<file path="src/rtl/stream_demux_en.sv">
// One-to-N stream demultiplexer with block enable, per-channel one-beat output slots,
// all-or-nothing broadcast, and drop accounting for out-of-range selects.
module stream_demux_en #(
  parameter int unsigned W = 8,
  parameter int unsigned N = 8,
  localparam int unsigned SW = (N > 1) ? $clog2(N) : 1
) (
  input  logic           clk,
  input  logic           rst,
  input  logic           En,
  input  logic           i_valid,
  output logic           i_ready,
  input  logic [W-1:0]   i,
  input  logic [SW-1:0]  S,
  input  logic           bcast,
  output logic [N*W-1:0] F,
  output logic [N-1:0]   F_valid,
  input  logic [N-1:0]   F_ready,
  output logic           err,
  output logic [7:0]     drop_cnt
);

  localparam int unsigned CNT_W = 8;
  localparam logic [CNT_W-1:0] CNT_MAX = '1;

  logic [N-1:0][W-1:0] data_q;
  logic [N-1:0]        valid_q;

  logic [N-1:0] tgt;
  logic [N-1:0] slot_free;
  logic [N-1:0] load;
  logic         s_in_range;
  logic         all_free;
  logic         accept;
  logic         drop;

  // Target decode, acceptance and drop detection; independent of i_valid for i_ready.
  always_comb begin
    tgt        = '0;
    s_in_range = (32'(S) < N);
    for (int unsigned k = 0; k < N; k++) begin
      tgt[k] = bcast || (s_in_range && (32'(S) == k));
    end
    slot_free = ~valid_q | F_ready;
    all_free  = &(slot_free | ~tgt);
    i_ready   = En && all_free;
    accept    = i_valid && i_ready;
    load      = accept ? tgt : '0;
    drop      = accept && !bcast && !s_in_range;
  end

  // Per-channel slot: load wins over drain so a slot can turn over every cycle.
  always_ff @(posedge clk or posedge rst) begin
    if (rst) begin
      valid_q <= '0;
      data_q  <= '0;
    end else begin
      for (int unsigned k = 0; k < N; k++) begin
        if (load[k]) begin
          data_q[k]  <= i;
          valid_q[k] <= 1'b1;
        end else if (F_ready[k]) begin
          valid_q[k] <= 1'b0;
        end
      end
    end
  end

  // Sticky error flag and saturating drop counter.
  always_ff @(posedge clk or posedge rst) begin
    if (rst) begin
      err      <= 1'b0;
      drop_cnt <= '0;
    end else if (drop) begin
      err <= 1'b1;
      if (drop_cnt != CNT_MAX) begin
        drop_cnt <= drop_cnt + CNT_W'(1);
      end
    end
  end

  assign F       = data_q;
  assign F_valid = valid_q;

endmodule

</file>
<file path="config.mk">
export PLATFORM = sky130hd
export DESIGN_NAME = stream_demux_en
export DESIGN_NICKNAME = d
export VERILOG_FILES = /design/src/rtl/stream_demux_en.sv
export SDC_FILE = /design/constraint.sdc
export NUM_CORES = 1
export LEC_CHECK = 0
export CAP_MARGIN = 40
export CORE_ASPECT_RATIO = 1.4
export CORE_MARGIN = 4
export CORE_UTILIZATION = 40
export CTS_CLUSTER_SIZE = 30
export DETAILED_ROUTE_END_ITERATION = 12
export PLACE_DENSITY = 0.82
export SYNTH_ARGS = -nofsm -noshare
export SYNTH_HDL_FRONTEND = slang
export SYNTH_SLANG_ARGS = --single-unit
</file>
<file path="constraint.sdc">
create_clock -name clk -period 2.65 [get_ports clk]
set_clock_uncertainty 0.1 [all_clocks]
set_input_delay 0.6625 -clock clk [delete_from_list [all_inputs] [get_ports clk]]
set_output_delay 0.6625 -clock clk [all_outputs]
set_load 0.01 [all_outputs]
</file>
==> results of run 1 <==
[synthesized netlist by cell type]
master,count,area share [%]
nor2_1,2,0.25
nand2_1,2,0.25
clkbuf_2,1,0.16
nor3_2,1,0.33
o2111ai_1,1,0.29
nor4b_4,1,0.78
buf_4,9,2.2
a31oi_1,1,0.21
nor3b_1,2,0.49
o21ai_0,11,1.8
a21o_1,1,0.25
nor2b_1,5,1.0
dfrtp_1,72,59
nand2b_1,1,0.21
or2b_2,1,0.29
clkbuf_1,1,0.12
nor3_4,6,3.2
nand3_1,1,0.16
nand3b_1,1,0.25
o311ai_0,1,0.29
conb_1,1,0.12
a21o_2,1,0.29
inv_1,4,0.49
or2_2,5,1.0
buf_6,2,0.74
nor3_1,1,0.16
o31ai_1,1,0.25
mux2_2,64,24
and3b_2,2,0.66
a31o_2,1,0.29
nand4b_1,1,0.29
[layout make-up]
| class | count | area, sq um |
|---|---|---|
| clock buffers | 14 | 172.7 |
| flip-flops and latches | 72 | 1802 |
| well taps | 97 | 121.4 |
| inverters | 4 | 15.01 |
| multi-input cells | 123 | 1189 |
| repair buffers | 128 | 1269 |
| fillers | 561 | 2793 |
[path summary, 6_finish.rpt]
kind,from,to,slack (ns)
hold reg to reg,F[39],F[39],0.40
min in group asynchronous,rst,F[35],0.53
hold / removal,F[39],F[39],0.40
max in group asynchronous,rst,F[39],1.38
setup reg to reg,F_valid[1],F[43],0.38
setup / recovery,bcast,F[43],-0.0008
[worst register-to-register path: stages, from the launching register on]
cell and delay (ns):
dfrtp_1 0.42, nand3b_1 0.12, o311ai_2 0.10, nand4b_1 0.21, buf_4 0.24, nor4b_4 0.29, buf_4 0.18, clkbuf_16 0.15
mux2_2 0.32
[cells by family after synthesis]
logic type / Yosys count / share of synthesized area, %
DFF: 72 / 59.33
muxes: 64 / 23.73
and+or+nand+nor: 32 / 9.394
other: 1 / 0.1235
AOI/OAI and AO/OA: 18 / 3.668
buffers and inverters: 17 / 3.749
[layer usage]
metal,wire length [um],vias to the layer above
met3,574,21
met4,207,0
met5,0,-
met1,3103,1076
li1,-,979
met2,3826,89
[state kept, by name (all words and copies together) (netlist names)]
register,flops
F,64
F_valid,8
[cell usage in the layout, fill, tap and decap left out, types with 2 or more instances in the layout]
cell type,instances
buf_4,26
nor2_1,2
clkbuf_2,2
and3b_2,2
o21ai_1,2
buf_12,5
dfrtp_1,72
or2_2,5
conb_1,9
clkbuf_8,12
clkdlybuf4s50_1,90
o21ai_0,9
nor3_4,7
nor2b_1,4
mux2_2,64
inv_1,3
clkbuf_1,2
nand2_1,2
[power groups by stage]
stage	registers (mW)	clock network [mW]	logic, mW
2_1_floorplan	1.84	0	0.456
3_3_place_gp	1.67	0	1.53
3_5_place_dp	1.69	0	1.56
4_1_cts	1.67	0.797	1.59
5_1_grt	1.72	0.843	1.69
6_report	1.67	0.767	1.58
[metrics by stage]
step / instance area (sq um) / hold WS, ns / setup TNS (ns) / power [mW]
6_report: 4568 / 0.4044 / -0.0008340 / 4.018
3_5_place_dp: 4224 / 0.3955 / -38.29 / 3.249
4_1_cts: 4527 / 0.4113 / -0.1172 / 4.063
3_3_place_gp: 4224 / 0.3891 / -34.01 / 3.205
2_1_floorplan: 3067 / 0.4364 / 0 / 2.295
5_1_grt: 4568 / 0.4301 / -0.02628 / 4.250
[repair_timing]
item	in CTS	in global routing
gates cloned	0	1
resized for setup	11	13
endpoints found under the setup margin	65	12
hold endpoints to repair	0	0
setup buffers	12	1
pin swaps	6	3
==> flow_summary.json, run 1 <==
{
  "timing.reg2reg.worst_path_depth": 8,
  "post-route-min-period_ns": 2.651,
  "wl_per_cell_um": 17.61,
  "crit_type": "primary input to flip-flop",
  "p_switching_mw": 1.146,
  "area_of_the_core_sq_mm": 0.007361,
  "synth-seq-cells": 72,
  "synthesis.area_sq_mm": 0.003037,
  "hold_class": "flip-flop to flip-flop",
  "power.internal_mw": 2.872,
  "drt_first_pass_iters": 4,
  "cp_data_required_time_ns": 2.77,
  "grtUsageMet3_pct": 6.098,
  "yosys_warnings": 0,
  "placement.setup.worst_slack_ns": -0.6590,
  "critPathCaptureType": "flip-flop",
  "drt_iter0_drc": 58,
  "cts.clk_slew.worst_paths_ns": 0.07,
  "critical_path_peak_fanout": 9,
  "total_power_density_per_cell_area_mw_per_mm2": 879.6,
  "synthToLayoutAreaGrowth_pct": 50.43,
  "postCtsHoldBufs": 0,
  "crit_family": "buffers and inverters",
  "number_of_antenna_cells_inserted": 0,
  "cts.path.max_buffers": 2,
  "crit_cells": 9,
  "worst_path_cell_with_the_longest_stage_delay": "mux2_2",
  "timing.critical_path.buf_inv": 5,
  "top_level_ports": 106,
  "synth_sequential_area_ratio_pct": 59.33,
  "final-instance-count-excl-fill": 438,
  "share_comb_of_total_power_pct": 39.3,
  "postRouteWirelength_um": 7712,
  "cts_root_buffer": "clkbuf_8",
  "final_hold_vios": 0,
  "worstPathArrival_ns": 2.77,
  "die_boundary_width_um": 81.64,
  "die-height_um": 111.1,
  "h-tree-depth": 3,
  "final-setup-viol-count": 1,
  "globalRouteMet2Util_pct": 29.43,
  "power_switching_share_pct": 28.52,
  "total_count_of_max_transition_violations_in_the_final_report": 0,
  "number_of_antenna_violations_at_the_first_check_in_global_routing": 0,
  "power_leakage_nw": 1.962,
  "cts.sinks": 72,
  "timing.critical_path.from_type": "primary input",
  "crit_path_cell_trace": "dlygate4sd2_1, buf_4, o21ai_0, nand4b_1, buf_4, nor4b_4, buf_4, clkbuf_16, mux2_2",
  "dpl.cell_count": 411,
  "netlist-cell-type-count": 31,
  "placement_rows": 37,
  "die_area_sq_mm": 0.009070,
  "grt_first_pass_wirelength_um": 12100,
  "finalWeightedCongestion": 0.7966,
  "max_cap_violations": 0,
  "grt.total_usage_pct": 17.92,
  "max_freq_mhz": 377.2,
  "vias_per_cell": 4.943,
  "drc": 0,
  "gr-usage-met1_pct": 21.04,
  "cts-buffers-inserted": 9,
  "syn_inst": 204,
  "clk-insertion-delay-late_ns": 0.33,
  "irDropWorstVdd_mv": 0.5482,
  "setup_slack_ns": -0.0008340,
  "overflow": 0,
  "utilization_pct": 62.06,
  "route.vias.total": 2165,
  "post-dp-hpwl_um": 5318,
  "global_route.peak_usage_layer": "met2",
  "critical-path-max-stage-delay_ns": 0.32,
  "critPathMostFrequentCell": "buf_4",
  "route.antenna.remaining_nets": 0,
  "grt_pass1_vias": 2351,
  "layout_worst_path_cycle_share_pct": 100.0,
  "seq_power_share_pct": 41.6,
  "grt_max_degree": 44,
  "clkPwrFrac_pct": 19.1,
  "run_status": "finished with violations",
  "cts_tree": "yes",
  "finalNetCount": 362,
  "floorplan.initialDensity_pct": 41.25,
  "drive_above_1_share_pct": 39.88,
  "portBuffers": 96,
  "min_path_cells": 1,
  "violations": "negative setup slack",
  "synth_area_per_cell_sq_um": 14.89
}
Power figures use the tool's default switching activity.
==> run 2, diff against run 1 <==
--- a/config.mk
+++ b/config.mk
@@ -11,7 +11,8 @@
 export CORE_UTILIZATION = 40
 export CTS_CLUSTER_SIZE = 30
 export DETAILED_ROUTE_END_ITERATION = 12
-export PLACE_DENSITY = 0.82
+export PLACE_DENSITY = 0.79
+export SETUP_SLACK_MARGIN = 0.3
 export SYNTH_ARGS = -nofsm -noshare
 export SYNTH_HDL_FRONTEND = slang
 export SYNTH_SLANG_ARGS = --single-unit
==> constraint.sdc (replaced) <==
create_clock -name clk -period 2.61 [get_ports clk]
set_clock_uncertainty 0.1 [all_clocks]
set_input_delay 0.6525 -clock clk [delete_from_list [all_inputs] [get_ports clk]]
set_output_delay 0.6525 -clock clk [all_outputs]
set_load 0.01 [all_outputs]
==> flow_summary.json, run 2 (synthesis results as in run 1) <==
{
  "rsz0062_at_grt": "yes",
  "finalNetCount": 381,
  "max_freq_mhz": 415.4,
  "worst-slew-pin-transition_ns": 0.5534,
  "timing.critical_path.from_type": "primary input",
  "critical-path-max-stage-delay_ns": 0.28,
  "number_of_antenna_violations_at_the_first_check_in_global_routing": 0,
  "drt_iter0_drc": 78,
  "overflow": 0,
  "vias_per_cell": 4.948,
  "crit_family": "simple AND/OR/NAND/NOR gates",
  "totalNegativeSetupSlack_ns": 0,
  "slew_headroom_pct": 63.03,
  "stdcell_area_sq_mm": 0.004995,
  "final_hold_vios": 0,
  "max_cap_violations": 0,
  "synthToLayoutAreaGrowth_pct": 64.48,
  "postCtsHoldBufs": 0,
  "portBuffers": 96,
  "grt_first_pass_wirelength_um": 13030,
  "largest_register_ff_count": 64,
  "die-height_um": 111.1,
  "grt_pass1_vias": 2440,
  "placement.setup.worst_slack_ns": -0.8057,
  "drive_above_1_share_pct": 47.79,
  "reg2reg_from": "F_valid[1]",
  "cts.sinks": 72,
  "route.vias.total": 2271,
  "die_area_sq_mm": 0.009070,
  "rr_endpoint": "F[44]",
  "post-route-min-period_ns": 2.407,
  "worst_hold_startpoint": "F[19]",
  "leading_cell_types_in_the_layout_fill_and_taps_excluded": "82 x clkdlybuf4s50_1, 72 x dfrtp_1, 36 x mux2_4, 30 x buf_4, 28 x mux2_2",
  "setup_slack_ns": 0.2028,
  "place_area_sq_mm": 0.004377,
  "final.hold.worst_slack_ns": 0.4074,
  "final-setup-viol-count": 0,
  "top_level_ports": 106,
  "critPathCaptureType": "output pin",
  "layout_commonest_cell": "clkdlybuf4s50_1",
  "area_of_the_core_sq_mm": 0.007361,
  "worst_path_cell_with_the_longest_stage_delay": "or2b_4",
  "floorplan.initialDensity_pct": 41.25,
  "cts.clk_slew.worst_paths_ns": 0.07,
  "cts_root_buffer": "clkbuf_8",
  "route.antenna.remaining_nets": 0,
  "timing.reg2reg.worst_path_depth": 9,
  "post-layout-total-power_mw": 4.396,
  "number_of_antenna_cells_inserted": 0,
  "power_leakage_nw": 2.216,
  "cts_tree": "yes",
  "worst_hold_path.endpoint": "F[19]",
  "cp_data_required_time_ns": 1.86,
  "crit_type": "primary input to output pin",
  "placement_rows": 37,
  "wl_per_cell_um": 18.78,
  "final-instance-count-excl-fill": 459,
  "layout_worst_path_cycle_share_pct": 92.23,
  "total_count_of_max_transition_violations_in_the_final_report": 0,
  "irDropWorstVdd_mv": 0.5998,
  "utilization_pct": 67.86,
  "timing.critical_path.buf_inv": 2,
  "die_boundary_width_um": 81.64,
  "layout.filler_cells": 519,
  "cts-buffers-inserted": 9,
  "drt_first_pass_iters": 4,
  "grt_max_degree": 35,
  "run_status": "finished, final reports clean",
  "regToRegSetupSlack_ns": 0.28,
  "clk-insertion-delay-late_ns": 0.34,
  "postRouteWirelength_um": 8620,
  "grt.total_usage_pct": 19.27,
  "cts.path.max_buffers": 2,
  "critical_path_peak_fanout": 8,
  "h-tree-depth": 3,
  "crit_path_cell_trace": "buf_12, or2b_4, o311ai_4, nand4b_1, nor2_1, buf_2",
  "worstPathArrival_ns": 1.65,
  "dpl.cell_count": 423,
  "min_path_cells": 1,
  "post-dp-hpwl_um": 5608,
  "finalWeightedCongestion": 0.8357,
  "drc": 0,
  "hold_class": "flip-flop to flip-flop",
  "total_power_density_per_cell_area_mw_per_mm2": 880.0
}
[run 2: changes by cell type in the layout (fill, tap and decap cells not counted), moves of 3 or more]
cell,change
mux2_2,-36
mux2_4,+36
buf_6,+19
clkdlybuf4s50_1,-8
dlygate4sd2_1,+7
buf_4,+4
nor2b_1,-4
nor2b_2,+4
o21ai_2,+4
o21ai_0,-3
[run 2: cell type report]
| type | count | area, sq um | share of cell area (%) |
|---|---|---|---|
| flip-flops and latches | 72 | 1802 | 36.07 |
| repair buffers | 147 | 1440 | 28.83 |
| clock buffers | 13 | 158.9 | 3.181 |
| clock inverters | 3 | 40.04 | 0.8016 |
| multi-input cells | 123 | 1414 | 28.31 |
| well taps | 97 | 121.4 | 2.430 |
| inverters | 4 | 18.77 | 0.3758 |
[run 2: per-layer routing]
metal / share of wire, % / vias up / wire length (um) / track usage [%]
li1: - / 1017 / - / -
met1: 40 / 1151 / 3471 / 23.39
met2: 51 / 85 / 4367 / 32.43
met3: 6.6 / 18 / 570 / 5.691
met4: 2.4 / 0 / 210 / 5.876
met5: 0 / - / 0 / 0
[run 2: worst max path at each step]
stage	cells after the start	from	endpoint	slack, ns
finish	6	S[0]	i_ready	0.20
global placement	6	S[0]	i_ready	-0.75
floorplan	7	S[2]	F[41]	0.14
CTS	6	S[0]	i_ready	0.25
global route	6	S[0]	i_ready	0.17
detailed placement	8	S[0]	F[18]	-0.81
[run 2: what timing repair did]
action                     in CTS  in global routing
pin swaps                      10                  9
setup endpoints to repair      72                 63
setup buffers                  15                  5
gates cloned                    0                  0
resized for setup              71                 40
[run 2: worst reg2reg max path, cell delays in order, from the launching register on]
cell and delay [ns]:
dfrtp_1 0.43, nand3b_1 0.16, o311ai_4 0.11, nand4b_1 0.21
buf_4 0.16, buf_6 0.12, buf_12 0.14, nor4b_4 0.26
buf_4 0.21, mux2_4 0.30
[run 2: where the power goes]
group / switching [mW] / internal, mW / leakage [nW]
logic: 0.632 / 1.17 / 1.25
clock network: 0.383 / 0.491 / 0.103
registers: 0.232 / 1.49 / 0.865
==> run 3, diff against run 2 <==
--- a/config.mk
+++ b/config.mk
@@ -11,6 +11,7 @@
 export CORE_UTILIZATION = 40
 export CTS_CLUSTER_SIZE = 30
 export DETAILED_ROUTE_END_ITERATION = 12
+export HOLD_SLACK_MARGIN = 0.06
 export PLACE_DENSITY = 0.79
 export SETUP_SLACK_MARGIN = 0.3
 export SYNTH_ARGS = -nofsm -noshare
==> results of run 3 <==
Same layout as run 2: the final DEF is identical, and so are final timing and power.
